===== config.mk =====
export PLATFORM = sky130hd
export DESIGN_NAME = rf_op_sequencer_flat
export DESIGN_NICKNAME = d
export VERILOG_FILES = /design/src/rtl/rf_seq_defs.sv /design/src/rtl/rf_op_sequencer_if.sv /design/src/rtl/rf_seq_alu.sv /design/src/rtl/rf_op_sequencer.sv /design/src/flat_wrapper.sv
export SDC_FILE = /design/constraint.sdc
export NUM_CORES = 1
export LEC_CHECK = 0
export BUFFER_PORTS_ARGS = -buffer_cell sky130_fd_sc_hd__buf_2
export CAP_MARGIN = 20
export CORE_ASPECT_RATIO = 2
export CORE_UTILIZATION = 60
export DETAILED_ROUTE_END_ITERATION = 7
export MAX_ROUTING_LAYER = met4
export PLACE_DENSITY = 0.81
export SLEW_MARGIN = 0
export SYNTH_ARGS = -nofsm -noshare
export SYNTH_HDL_FRONTEND = slang
export SYNTH_SLANG_ARGS = --single-unit

===== constraint.sdc =====
create_clock -name clk -period 4.2 [get_ports clk]
set_input_delay 0.84 -clock clk [delete_from_list [all_inputs] [get_ports clk]]
set_output_delay 0.84 -clock clk [all_outputs]
set_load 0.005 [all_outputs]

===== src/rtl/rf_seq_defs.sv =====
// -----------------------------------------------------------------------------
// rf_seq_defs
//   Shared definitions for the register-file micro-op sequencer:
//   opcode encodings, FSM state encoding and small opcode classifiers.
//   No ports (package).
// -----------------------------------------------------------------------------
package rf_seq_defs;

    localparam logic [3:0] OP_MOV  = 4'h0;
    localparam logic [3:0] OP_ADD  = 4'h1;
    localparam logic [3:0] OP_SUB  = 4'h2;
    localparam logic [3:0] OP_AND  = 4'h3;
    localparam logic [3:0] OP_OR   = 4'h4;
    localparam logic [3:0] OP_XOR  = 4'h5;
    localparam logic [3:0] OP_NOT  = 4'h6;
    localparam logic [3:0] OP_INC  = 4'h7;
    localparam logic [3:0] OP_DEC  = 4'h8;
    localparam logic [3:0] OP_SHL  = 4'h9;
    localparam logic [3:0] OP_SHR  = 4'hA;
    localparam logic [3:0] OP_SWAP = 4'hB;
    localparam logic [3:0] OP_CLR  = 4'hC;

    typedef enum logic [2:0] {
        IDLE = 3'd0,
        READ = 3'd1,
        EXEC = 3'd2,
        WB   = 3'd3,
        WB2  = 3'd4,
        ERR  = 3'd5
    } state_t;

    // 0xD..0xF are unassigned and take the error path.
    function automatic logic op_is_legal(input logic [3:0] op);
        return (op <= OP_CLR);
    endfunction

    // Ops 0..A update N, Z and C from the ALU result; SWAP/CLR do not.
    function automatic logic op_sets_nzc(input logic [3:0] op);
        return (op <= OP_SHR);
    endfunction

endpackage


===== src/rtl/rf_op_sequencer_if.sv =====
// -----------------------------------------------------------------------------
// rf_op_sequencer_if
//   Bundles the micro-op handshake, the register-file bus and the status
//   outputs of the sequencer.
//   Signals:
//     op_valid/op_ready/op_code/op_rd/op_rs1/op_rs2 : micro-op handshake
//     R_Adr/S_Adr, DA/DB                            : register-file read ports
//     W_Adr/W/we                                    : register-file write port
//     done/err, flag_n/flag_z/flag_c                : completion and status
//   Modports:
//     master : the sequencer (drives read/write addresses, handshake ready)
//     slave  : the environment (decoder + register file)
// -----------------------------------------------------------------------------
interface rf_op_sequencer_if #(
    parameter int DW = 16,
    parameter int AW = 3
);
    logic          op_valid;
    logic          op_ready;
    logic [3:0]    op_code;
    logic [AW-1:0] op_rd;
    logic [AW-1:0] op_rs1;
    logic [AW-1:0] op_rs2;
    logic [AW-1:0] R_Adr;
    logic [AW-1:0] S_Adr;
    logic [DW-1:0] DA;
    logic [DW-1:0] DB;
    logic [AW-1:0] W_Adr;
    logic [DW-1:0] W;
    logic          we;
    logic          done;
    logic          err;
    logic          flag_n;
    logic          flag_z;
    logic          flag_c;

    modport master (
        input  op_valid, op_code, op_rd, op_rs1, op_rs2, DA, DB,
        output op_ready, R_Adr, S_Adr, W_Adr, W, we, done, err,
               flag_n, flag_z, flag_c
    );

    modport slave (
        output op_valid, op_code, op_rd, op_rs1, op_rs2, DA, DB,
        input  op_ready, R_Adr, S_Adr, W_Adr, W, we, done, err,
               flag_n, flag_z, flag_c
    );
endinterface


===== src/rtl/rf_seq_alu.sv =====
// -----------------------------------------------------------------------------
// rf_seq_alu
//   Combinational ALU for the sequencer.
//   Ports:
//     i_op  [3:0]   operation code
//     i_a   [DW-1:0] operand A (from rs1)
//     i_b   [DW-1:0] operand B (from rs2)
//     o_res [DW-1:0] result, modulo 2**DW
//     o_c            carry / borrow / shifted-out bit (0 for logic ops)
// -----------------------------------------------------------------------------
module rf_seq_alu
    import rf_seq_defs::*;
#(
    parameter int DW = 16
) (
    input  logic [3:0]    i_op,
    input  logic [DW-1:0] i_a,
    input  logic [DW-1:0] i_b,
    output logic [DW-1:0] o_res,
    output logic          o_c
);

    localparam logic [DW:0] ONE = {{DW{1'b0}}, 1'b1};

    // One extra MSB carries carry-out / borrow; subtraction on zero-extended
    // operands leaves the MSB set exactly when A < B.
    logic [DW:0] w_ext;
    logic [DW:0] w_a;
    logic [DW:0] w_b;

    assign w_a = {1'b0, i_a};
    assign w_b = {1'b0, i_b};

    always_comb begin
        w_ext = w_a;
        case (i_op)
            OP_MOV:  w_ext = w_a;
            OP_ADD:  w_ext = w_a + w_b;
            OP_SUB:  w_ext = w_a - w_b;
            OP_AND:  w_ext = w_a & w_b;
            OP_OR:   w_ext = w_a | w_b;
            OP_XOR:  w_ext = w_a ^ w_b;
            OP_NOT:  w_ext = {1'b0, ~i_a};
            OP_INC:  w_ext = w_a + ONE;
            OP_DEC:  w_ext = w_a - ONE;
            OP_SHL:  w_ext = {i_a, 1'b0};
            OP_SHR:  w_ext = {i_a[0], 1'b0, i_a[DW-1:1]};
            OP_SWAP: w_ext = w_a;
            OP_CLR:  w_ext = '0;
            default: w_ext = w_a;
        endcase
    end

    assign o_res = w_ext[DW-1:0];
    assign o_c   = w_ext[DW];

endmodule


===== src/rtl/rf_op_sequencer.sv =====
// -----------------------------------------------------------------------------
// rf_op_sequencer
//   Multi-cycle initiator for a register file. Accepts one register-to-register
//   micro-op per handshake, reads both sources, computes the result in
//   rf_seq_alu and writes it back; keeps N/Z/C status flags.
//   Ports:
//     clk   : rising-edge clock
//     reset : asynchronous, active-low reset
//     bus   : rf_op_sequencer_if.master (handshake, register-file bus, status)
//   Sequence: IDLE -> READ -> EXEC -> WB -> IDLE (SWAP adds WB2; illegal
//   opcodes take IDLE -> ERR -> IDLE).
// -----------------------------------------------------------------------------
module rf_op_sequencer
    import rf_seq_defs::*;
#(
    parameter int DW = 16,
    parameter int AW = 3
) (
    input  logic              clk,
    input  logic              reset,
    rf_op_sequencer_if.master bus
);

    state_t        r_state;
    state_t        w_next;

    logic [3:0]    r_op;
    logic [AW-1:0] r_rd;
    logic [AW-1:0] r_rs1;
    logic [AW-1:0] r_rs2;
    logic [DW-1:0] r_a;
    logic [DW-1:0] r_b;
    logic [DW-1:0] r_res;
    logic          r_n;
    logic          r_z;
    logic          r_c;

    logic [DW-1:0] w_alu_res;
    logic          w_alu_c;
    logic          w_accept;

    logic          w_ready;
    logic [AW-1:0] w_r_adr;
    logic [AW-1:0] w_s_adr;
    logic [AW-1:0] w_w_adr;
    logic [DW-1:0] w_w;
    logic          w_we;
    logic          w_done;
    logic          w_err;

    assign w_accept = bus.op_valid && (r_state == IDLE);

    rf_seq_alu #(.DW(DW)) u_alu (
        .i_op  (r_op),
        .i_a   (r_a),
        .i_b   (r_b),
        .o_res (w_alu_res),
        .o_c   (w_alu_c)
    );

    always_ff @(posedge clk or negedge reset) begin
        if (!reset) begin
            r_state <= IDLE;
        end else begin
            r_state <= w_next;
        end
    end

    always_ff @(posedge clk or negedge reset) begin
        if (!reset) begin
            r_op  <= '0;
            r_rd  <= '0;
            r_rs1 <= '0;
            r_rs2 <= '0;
            r_a   <= '0;
            r_b   <= '0;
            r_res <= '0;
            r_n   <= 1'b0;
            r_z   <= 1'b0;
            r_c   <= 1'b0;
        end else begin
            if (w_accept) begin
                r_op  <= bus.op_code;
                r_rd  <= bus.op_rd;
                r_rs1 <= bus.op_rs1;
                r_rs2 <= bus.op_rs2;
            end
            // Operands are captured before any write-back, so rd may alias
            // either source.
            if (r_state == READ) begin
                r_a <= bus.DA;
                r_b <= bus.DB;
            end
            if (r_state == EXEC) begin
                r_res <= w_alu_res;
                if (op_sets_nzc(r_op)) begin
                    r_n <= w_alu_res[DW-1];
                    r_z <= (w_alu_res == '0);
                    r_c <= w_alu_c;
                end else if (r_op == OP_CLR) begin
                    r_n <= 1'b0;
                    r_z <= 1'b1;
                end
            end
        end
    end

    always_comb begin
        w_next  = r_state;
        w_ready = 1'b0;
        w_r_adr = '0;
        w_s_adr = '0;
        w_w_adr = '0;
        w_w     = '0;
        w_we    = 1'b0;
        w_done  = 1'b0;
        w_err   = 1'b0;
        case (r_state)
            IDLE: begin
                w_ready = 1'b1;
                if (bus.op_valid) begin
                    w_next = op_is_legal(bus.op_code) ? READ : ERR;
                end
            end
            READ: begin
                w_r_adr = r_rs1;
                w_s_adr = r_rs2;
                w_next  = EXEC;
            end
            EXEC: begin
                w_next = WB;
            end
            WB: begin
                w_we = 1'b1;
                // SWAP writes rs1 <= B here and rs2 <= A in WB2.
                if (r_op == OP_SWAP) begin
                    w_w_adr = r_rs1;
                    w_w     = r_b;
                    w_next  = WB2;
                end else begin
                    w_w_adr = r_rd;
                    w_w     = r_res;
                    w_done  = 1'b1;
                    w_next  = IDLE;
                end
            end
            WB2: begin
                w_we    = 1'b1;
                w_w_adr = r_rs2;
                w_w     = r_a;
                w_done  = 1'b1;
                w_next  = IDLE;
            end
            ERR: begin
                w_done = 1'b1;
                w_err  = 1'b1;
                w_next = IDLE;
            end
            default: begin
                w_next = IDLE;
            end
        endcase
    end

    assign bus.op_ready = w_ready;
    assign bus.R_Adr    = w_r_adr;
    assign bus.S_Adr    = w_s_adr;
    assign bus.W_Adr    = w_w_adr;
    assign bus.W        = w_w;
    assign bus.we       = w_we;
    assign bus.done     = w_done;
    assign bus.err      = w_err;
    assign bus.flag_n   = r_n;
    assign bus.flag_z   = r_z;
    assign bus.flag_c   = r_c;

endmodule


===== src/flat_wrapper.sv =====
// flat-port wrapper written by rule: the top's interface ports become plain ports
module rf_op_sequencer_flat import rf_seq_defs::*;
#(
    parameter int DW = 16,
    parameter int AW = 3
)
  (clk, reset, bus_op_valid, bus_op_code, bus_op_rd, bus_op_rs1, bus_op_rs2, bus_DA, bus_DB, bus_op_ready, bus_R_Adr, bus_S_Adr, bus_W_Adr, bus_W, bus_we, bus_done, bus_err, bus_flag_n, bus_flag_z, bus_flag_c);
  rf_op_sequencer_if #(.DW(DW), .AW(AW)) bus_i ();
  input  logic clk;
  input  logic reset;
  input wire logic [$bits(bus_i.op_valid)-1:0] bus_op_valid;
  input wire logic [$bits(bus_i.op_code)-1:0] bus_op_code;
  input wire logic [$bits(bus_i.op_rd)-1:0] bus_op_rd;
  input wire logic [$bits(bus_i.op_rs1)-1:0] bus_op_rs1;
  input wire logic [$bits(bus_i.op_rs2)-1:0] bus_op_rs2;
  input wire logic [$bits(bus_i.DA)-1:0] bus_DA;
  input wire logic [$bits(bus_i.DB)-1:0] bus_DB;
  output wire logic [$bits(bus_i.op_ready)-1:0] bus_op_ready;
  output wire logic [$bits(bus_i.R_Adr)-1:0] bus_R_Adr;
  output wire logic [$bits(bus_i.S_Adr)-1:0] bus_S_Adr;
  output wire logic [$bits(bus_i.W_Adr)-1:0] bus_W_Adr;
  output wire logic [$bits(bus_i.W)-1:0] bus_W;
  output wire logic [$bits(bus_i.we)-1:0] bus_we;
  output wire logic [$bits(bus_i.done)-1:0] bus_done;
  output wire logic [$bits(bus_i.err)-1:0] bus_err;
  output wire logic [$bits(bus_i.flag_n)-1:0] bus_flag_n;
  output wire logic [$bits(bus_i.flag_z)-1:0] bus_flag_z;
  output wire logic [$bits(bus_i.flag_c)-1:0] bus_flag_c;
  assign bus_i.op_valid = bus_op_valid;
  assign bus_i.op_code = bus_op_code;
  assign bus_i.op_rd = bus_op_rd;
  assign bus_i.op_rs1 = bus_op_rs1;
  assign bus_i.op_rs2 = bus_op_rs2;
  assign bus_i.DA = bus_DA;
  assign bus_i.DB = bus_DB;
  assign bus_op_ready = bus_i.op_ready;
  assign bus_R_Adr = bus_i.R_Adr;
  assign bus_S_Adr = bus_i.S_Adr;
  assign bus_W_Adr = bus_i.W_Adr;
  assign bus_W = bus_i.W;
  assign bus_we = bus_i.we;
  assign bus_done = bus_i.done;
  assign bus_err = bus_i.err;
  assign bus_flag_n = bus_i.flag_n;
  assign bus_flag_z = bus_i.flag_z;
  assign bus_flag_c = bus_i.flag_c;
  rf_op_sequencer #(.DW(DW), .AW(AW)) u_core (.clk(clk), .reset(reset), .bus(bus_i));
endmodule

=== Word level (Yosys, flattened, before mapping) ===
Index checks and enable logic that the tools add are counted.

* Multiplexer cells: 20
* $lt $le $gt $ge: 2
* $add $sub $neg: 4
* Bitwise operators: 4
* Reductions and logical operators: 8
* Eq/ne operators: 18

{| class="wikitable"
|+ Operators by type and width
! cell !! count
|-
| $pmux W17 S11 || 1
|-
| $pmux W16 S2 || 1
|-
| $eq A4 B4 Y1 const B || 5
|-
| $mux W3 || 6
|-
| $add A16 B1 Y17 const B || 1
|-
| $add A16 B16 Y17 || 1
|-
| $sub A16 B1 Y17 const B || 1
|-
| $sub A16 B16 Y17 || 1
|-
| $and A16 B16 Y16 || 1
|-
| $eq A4 B3 Y1 const B || 4
|-
| $logic_not A16 Y1 || 1
|-
| $mux W16 || 1
|-
| $not A16 Y16 || 1
|-
| $or A16 B16 Y16 || 1
|-
| $xor A16 B16 Y16 || 1
|-
| $pmux W3 S4 || 1
|-
| $eq A4 B2 Y1 const B || 2
|-
| $le A4 B4 Y1 const B || 2
|-
| $mux W1 || 8
|-
| $eq A3 B2 Y1 const B || 2
|-
| $eq A3 B3 Y1 const B || 2
|-
| $pmux W3 S2 || 1
|-
| $eq A4 B1 Y1 const B || 1
|-
| $reduce_and A2 Y1 || 2
|-
| other kinds (7) || 8
|}

* Bits in registers: 67
* Bits of input ports: 48

=== Longest topological paths before layout ===
* Depth in word-level cells: 4
* Mapped depth: 19
* Depth with buffers taken out: 18

=== Hierarchy ===
A second synthesis with hierarchy kept.

* Cell total of the unflattened synthesis: 738
* Area, all modules: 6,384.9 um^2

{| class="wikitable"
|+ Modules (own cells, without submodules)
! module !! area an instance (um^2) !! cells each !! instances
|-
| rf_seq_alu || 3,230.6 || 481 || 1
|-
| rf_op_sequencer || 3,154.3 || 257 || 1
|}

=== Worst setup path before layout ===
OpenSTA, ideal clock, no wires.

* Kind: reg-to-reg
* From: reg u_core.r_op[0]
* To: reg u_core.r_res[14]
* Period minus slack after synthesis: 3,799 ps
* Stages on the path, launching flop included: 18
* Path buffers: 4
* Setup time: 125 ps
* Arrival time: 3,674 ps
* Slack: 401 ps
* Path through: dfrtp_1 buf_6 clkbuf_1 clkbuf_1 buf_2 nor2_1 and2_1 or3_1 ha_1 fa_1 nor2b_1 o31a_1 o211a_1 nor2_1 a211o_1 xor2_1 o221ai_1 mux2_2

* Longest elaborated chain between the ends: 2
* Elaborated cells between the ends (all ways): 12

{| class="wikitable"
|+ RTL lines
! item !! RTL line !! source
|-
| start, declared || rf_op_sequencer.sv:27 || <nowiki>logic [3:0] r_op;</nowiki>
|-
| start signal, assigned || rf_op_sequencer.sv:83 || <nowiki>r_op <= bus.op_code;</nowiki>
|-
| $eq A4 B4 Y1, or another cell as far along || rf_seq_alu.sv:36 || <nowiki>case (i_op)</nowiki>
|-
| $pmux W17 S11 (*) || rf_seq_alu.sv:36 ||
|-
| end signal, assigned || rf_op_sequencer.sv:95 || <nowiki>r_res <= w_alu_res;</nowiki>
|-
| end, declared || rf_op_sequencer.sv:33 || <nowiki>logic [DW-1:0] r_res;</nowiki>
|}

Mark *: on every way between the ends. The rest lies on a longest branch, timed or not.
A chain may end at the register's enable or synchronous reset.

=== Worst setup path after layout ===
* From: reg u_core.r_op[3]
* To: reg u_core.r_res[14]

Same word-level chain as after synthesis.

==> flow_summary_export.csv <==
group,metric,value,unit
clock_tree,htree_levels,3,
yosys,synth_commonest_cells,"nand2_1 (96), a21oi_1 (83), o21ai_0 (79)",
timing,timing.final.ws_setup,0.0929,ns
yosys,synth_edf_count,0,
clock_tree,clk-insertion-delay-late,0.34,ns
yosys,yosys.area.top_type_share,0.262,
drt,routedWlPerCell,25.9,µm
timing,hold_ws,0.483,ns
placement,dp_hpwl,19900,µm
global_routing,grt_overflow_total,0,
floorplanning,io_pins,80,
clock_tree,root_buffer,"clkbuf_16",
floorplanning,core_area,0.0104,mm²
cells_and_area,nNetsFinal,1027,
yosys,synth_warnings,0,
placement,numPortBuffers,79,
clock_tree,path_clk_slew,0.06,ns
hold_path,min_path_cells,2,
timing,finalSetupViolCount,0,
setup_path,worstSetupStartpointType,"flop",
cells_and_area,area_delta_synth_final,21.0,%
run_status,status,"finished, violations left",
global_routing,antenna_found_initial,0,
yosys,yosys-top-cells-area,"dfrtp_1 (26%), ha_1 (9.6%), a21oi_1 (6.5%), o21ai_0 (6.2%), nand2_1 (5.6%)",
run_status,violations,"DRC",
yosys,yosysTopAreaCell,"dfrtp_1",
yosys,synth_area,0.00639,mm²
timing,drv_slew,0,
yosys,syn_inst,832,
timing,fmax,243,MHz
clock_tree,cts.path.max_buffers,2,
drt,vias,7567,
floorplanning,die_w,75.0,µm
clock_tree,cts_tree,"yes",
drt,drt_pre_antenna_iters,8,
timing,slew_headroom,0.277,
setup_path,slowest_delay,0.51,ns
drt,dr.first_iter.drc_count,934,
floorplanning,die_area,0.0111,mm²
global_routing,grt_pass1_vias,7389,
cells_and_area,drive_gt1_frac,0.238,
setup_path,crit_slowest_cell,"dfrtp_2",
setup_path,r2r-end,"u_core.r_res[14]$_DFFE_PN0P_",
global_routing,grt_pass1_wl,41800,µm
floorplanning,die_h,148,µm
yosys,synthArstFlopShare,1.00,
placement,preCtsSetupSlack,0.0336,ns
timing,finClkSkew,0.00724,ns
clock_tree,cts_num_sinks,67,
setup_path,regToRegStartpoint,"u_core.r_op[3]$_DFFE_PN0P_",
yosys,synth_cell_types,77,
setup_path,reg2reg_depth,16,
setup_path,reg2reg_setup_slack,0.09,ns
yosys,ys_ff_latch,67,
yosys,yosysMostFrequentCell,"nand2_1",
hold_path,hp-start,"u_core.r_res[2]$_DFFE_PN0P_",
floorplanning,num_rows,53,
job,cap_violations,0,
setup_path,path_cells,"buf_12 -> nor2b_1 -> or2_4 -> o21ai_0 -> a21oi_2 -> ha_2 -> nor2b_1 -> o31a_1 -> buf_4 -> o211a_1 -> buf_4 -> nor2_1 -> a211o_1 -> xor2_1 -> o221ai_1 -> mux2_2",
placement,gp_congestion,1.07,
setup_path,worstPathArrival,4.33,ns
setup_path,critical_path_class,"reg2reg",
setup_path,cp-end-kind,"flop",
yosys,synth_fp_nets,930,
drt,drtAntennaViolNets,0,
setup_path,crit_fanout,38,
yosys,syn_avg_cell_area,7.68,µm²
global_routing,grt_max_degree,45,
clock_tree,postCtsHoldBufs,0,
hold_path,hp-class,"reg2reg",
timing,tightestPinTransition,1.08,ns
drt,viasPerCell,7.07,
drt,detail_route.drc_violations,15,
timing,finalCriticalPeriod,4.11,ns
global_routing,grt_usage,0.544,
cells_and_area,diodes,0,
timing,finalCritPeriodShare,0.978,
hold_path,hold_path_end,"u_core.r_res[2]$_DFFE_PN0P_",
yosys,ys_seq_area_frac,0.262,
drt,routed_wl,27700,µm
setup_path,required,4.42,ns
timing,finalHoldViolations,0,
floorplanning,start_util,0.614,
yosys,synthFlopType,"dfrtp_1",
clock_tree,cts_inserted_buffers,9,
sequential cells by signal, summed over array words and instances (netlist names):
name,cells
u_core.bus.flag_c,1
u_core.bus.flag_n,1
u_core.bus.flag_z,1
u_core.r_a,16
u_core.r_b,16
u_core.r_op,4
u_core.r_rd,3
u_core.r_res,16
u_core.r_rs1,3
u_core.r_rs2,3
u_core.r_state,3
cell families (layout without fill, tap and decap cells):
kind of cell,count (synthesis),after routing,share of synthesized area
AO/OA/AOI/OAI,295,295,0.292
AND/OR/NAND/NOR,278,278,0.211
buffers and inverters,94,196,0.0613
flip-flops,67,67,0.262
adder cells (fa/ha/maj),51,51,0.101
multiplexers,25,25,0.0425
XOR/XNOR,22,22,0.0301
layout by cell type, fill, tap and decap left out, types with 6 or more instances in the layout:
cell / synthesis / routed
a211oi_1: 11 / 6
and2_1: 12 / 12
a22oi_1: 14 / 14
o21ai_0: 79 / 78
a21oi_1: 83 / 81
nand3_1: 15 / 14
nor2_1: 65 / 62
ha_1: 49 / 45
buf_4: 2 / 57
xnor2_1: 19 / 18
o21a_1: 8 / 8
nand2_1: 96 / 95
nor2b_1: 15 / 15
mux2i_1: 8 / 8
clkbuf_16: 0 / 9
buf_2: 12 / 79
mux2_2: 17 / 17
nor3_1: 21 / 19
dfrtp_1: 67 / 62
inv_1: 38 / 35
o31ai_1: 8 / 7
a22o_1: 6 / 6
o22ai_1: 22 / 22
nand4_1: 7 / 7
per-layer routing:
metal  up-vias  GRT usage  wire length (µm)
li1       3243          -                 -
met3       239      0.234              3390
met4         0      0.477              3250
met5         -          -                 0
met2       615      0.762             12300
met1      3470      0.562              8730
per-stage QoR:
step	cell area, µm²	std cells	utilization	setup TNS, ns
final	7730	1071	0.743	0
after floorplan	6390	832	-	0
after detailed placement	7140	1046	0.686	0
after CTS	7490	1062	0.719	0
after global routing	7730	1071	0.743	-0.0160
after global placement	7140	1046	0.686	0
final cells by class:
cell class / instances / area, µm²
multi-input combinational: 671 / 4510
tap: 137 / 171
sequential: 67 / 1690
timing repair buffer: 140 / 882
clock inverter: 6 / 95.1
clock buffer: 10 / 239
inverter: 40 / 150
fill: 827 / 2680
critical path: cells and delay by family, from the launching register on:
family / cells / cell delay [ns]
muxes: 1 / 0.33
AOI/OAI and AO/OA: 6 / 1.33
DFF: 1 / 0.51
buffers and inverters: 3 / 0.52
adders and majority gates: 1 / 0.38
and+or+nand+nor: 4 / 0.73
xor gates and xnor gates: 1 / 0.16
timing repair:
item,in CTS,in global routing
resized for setup,3,41
buffers inserted,0,8
hold endpoints to repair,0,0
setup endpoints to repair,1,7
pin swaps,0,11
how the worst max path moves through the flow:
stage	end	depth (start not counted)	from
2_1_floorplan	u_core.r_res[14]$_DFFE_PN0P_	17	u_core.r_op[0]$_DFFE_PN0P_
6_report	u_core.r_res[14]$_DFFE_PN0P_	16	u_core.r_op[3]$_DFFE_PN0P_
4_1_cts	u_core.bus.flag_z$_DFFE_PN0P_	18	u_core.r_b[0]$_DFFE_PN0N_
3_3_place_gp	u_core.bus.flag_z$_DFFE_PN0P_	14	u_core.r_op[1]$_DFFE_PN0P_
5_1_grt	u_core.bus.flag_z$_DFFE_PN0P_	18	u_core.r_b[0]$_DFFE_PN0N_
3_5_place_dp	u_core.bus.flag_z$_DFFE_PN0P_	17	u_core.r_b[0]$_DFFE_PN0N_
Power is not shown: default switching activity piles up to over one toggle a cycle in this logic, so the estimate is an artifact.
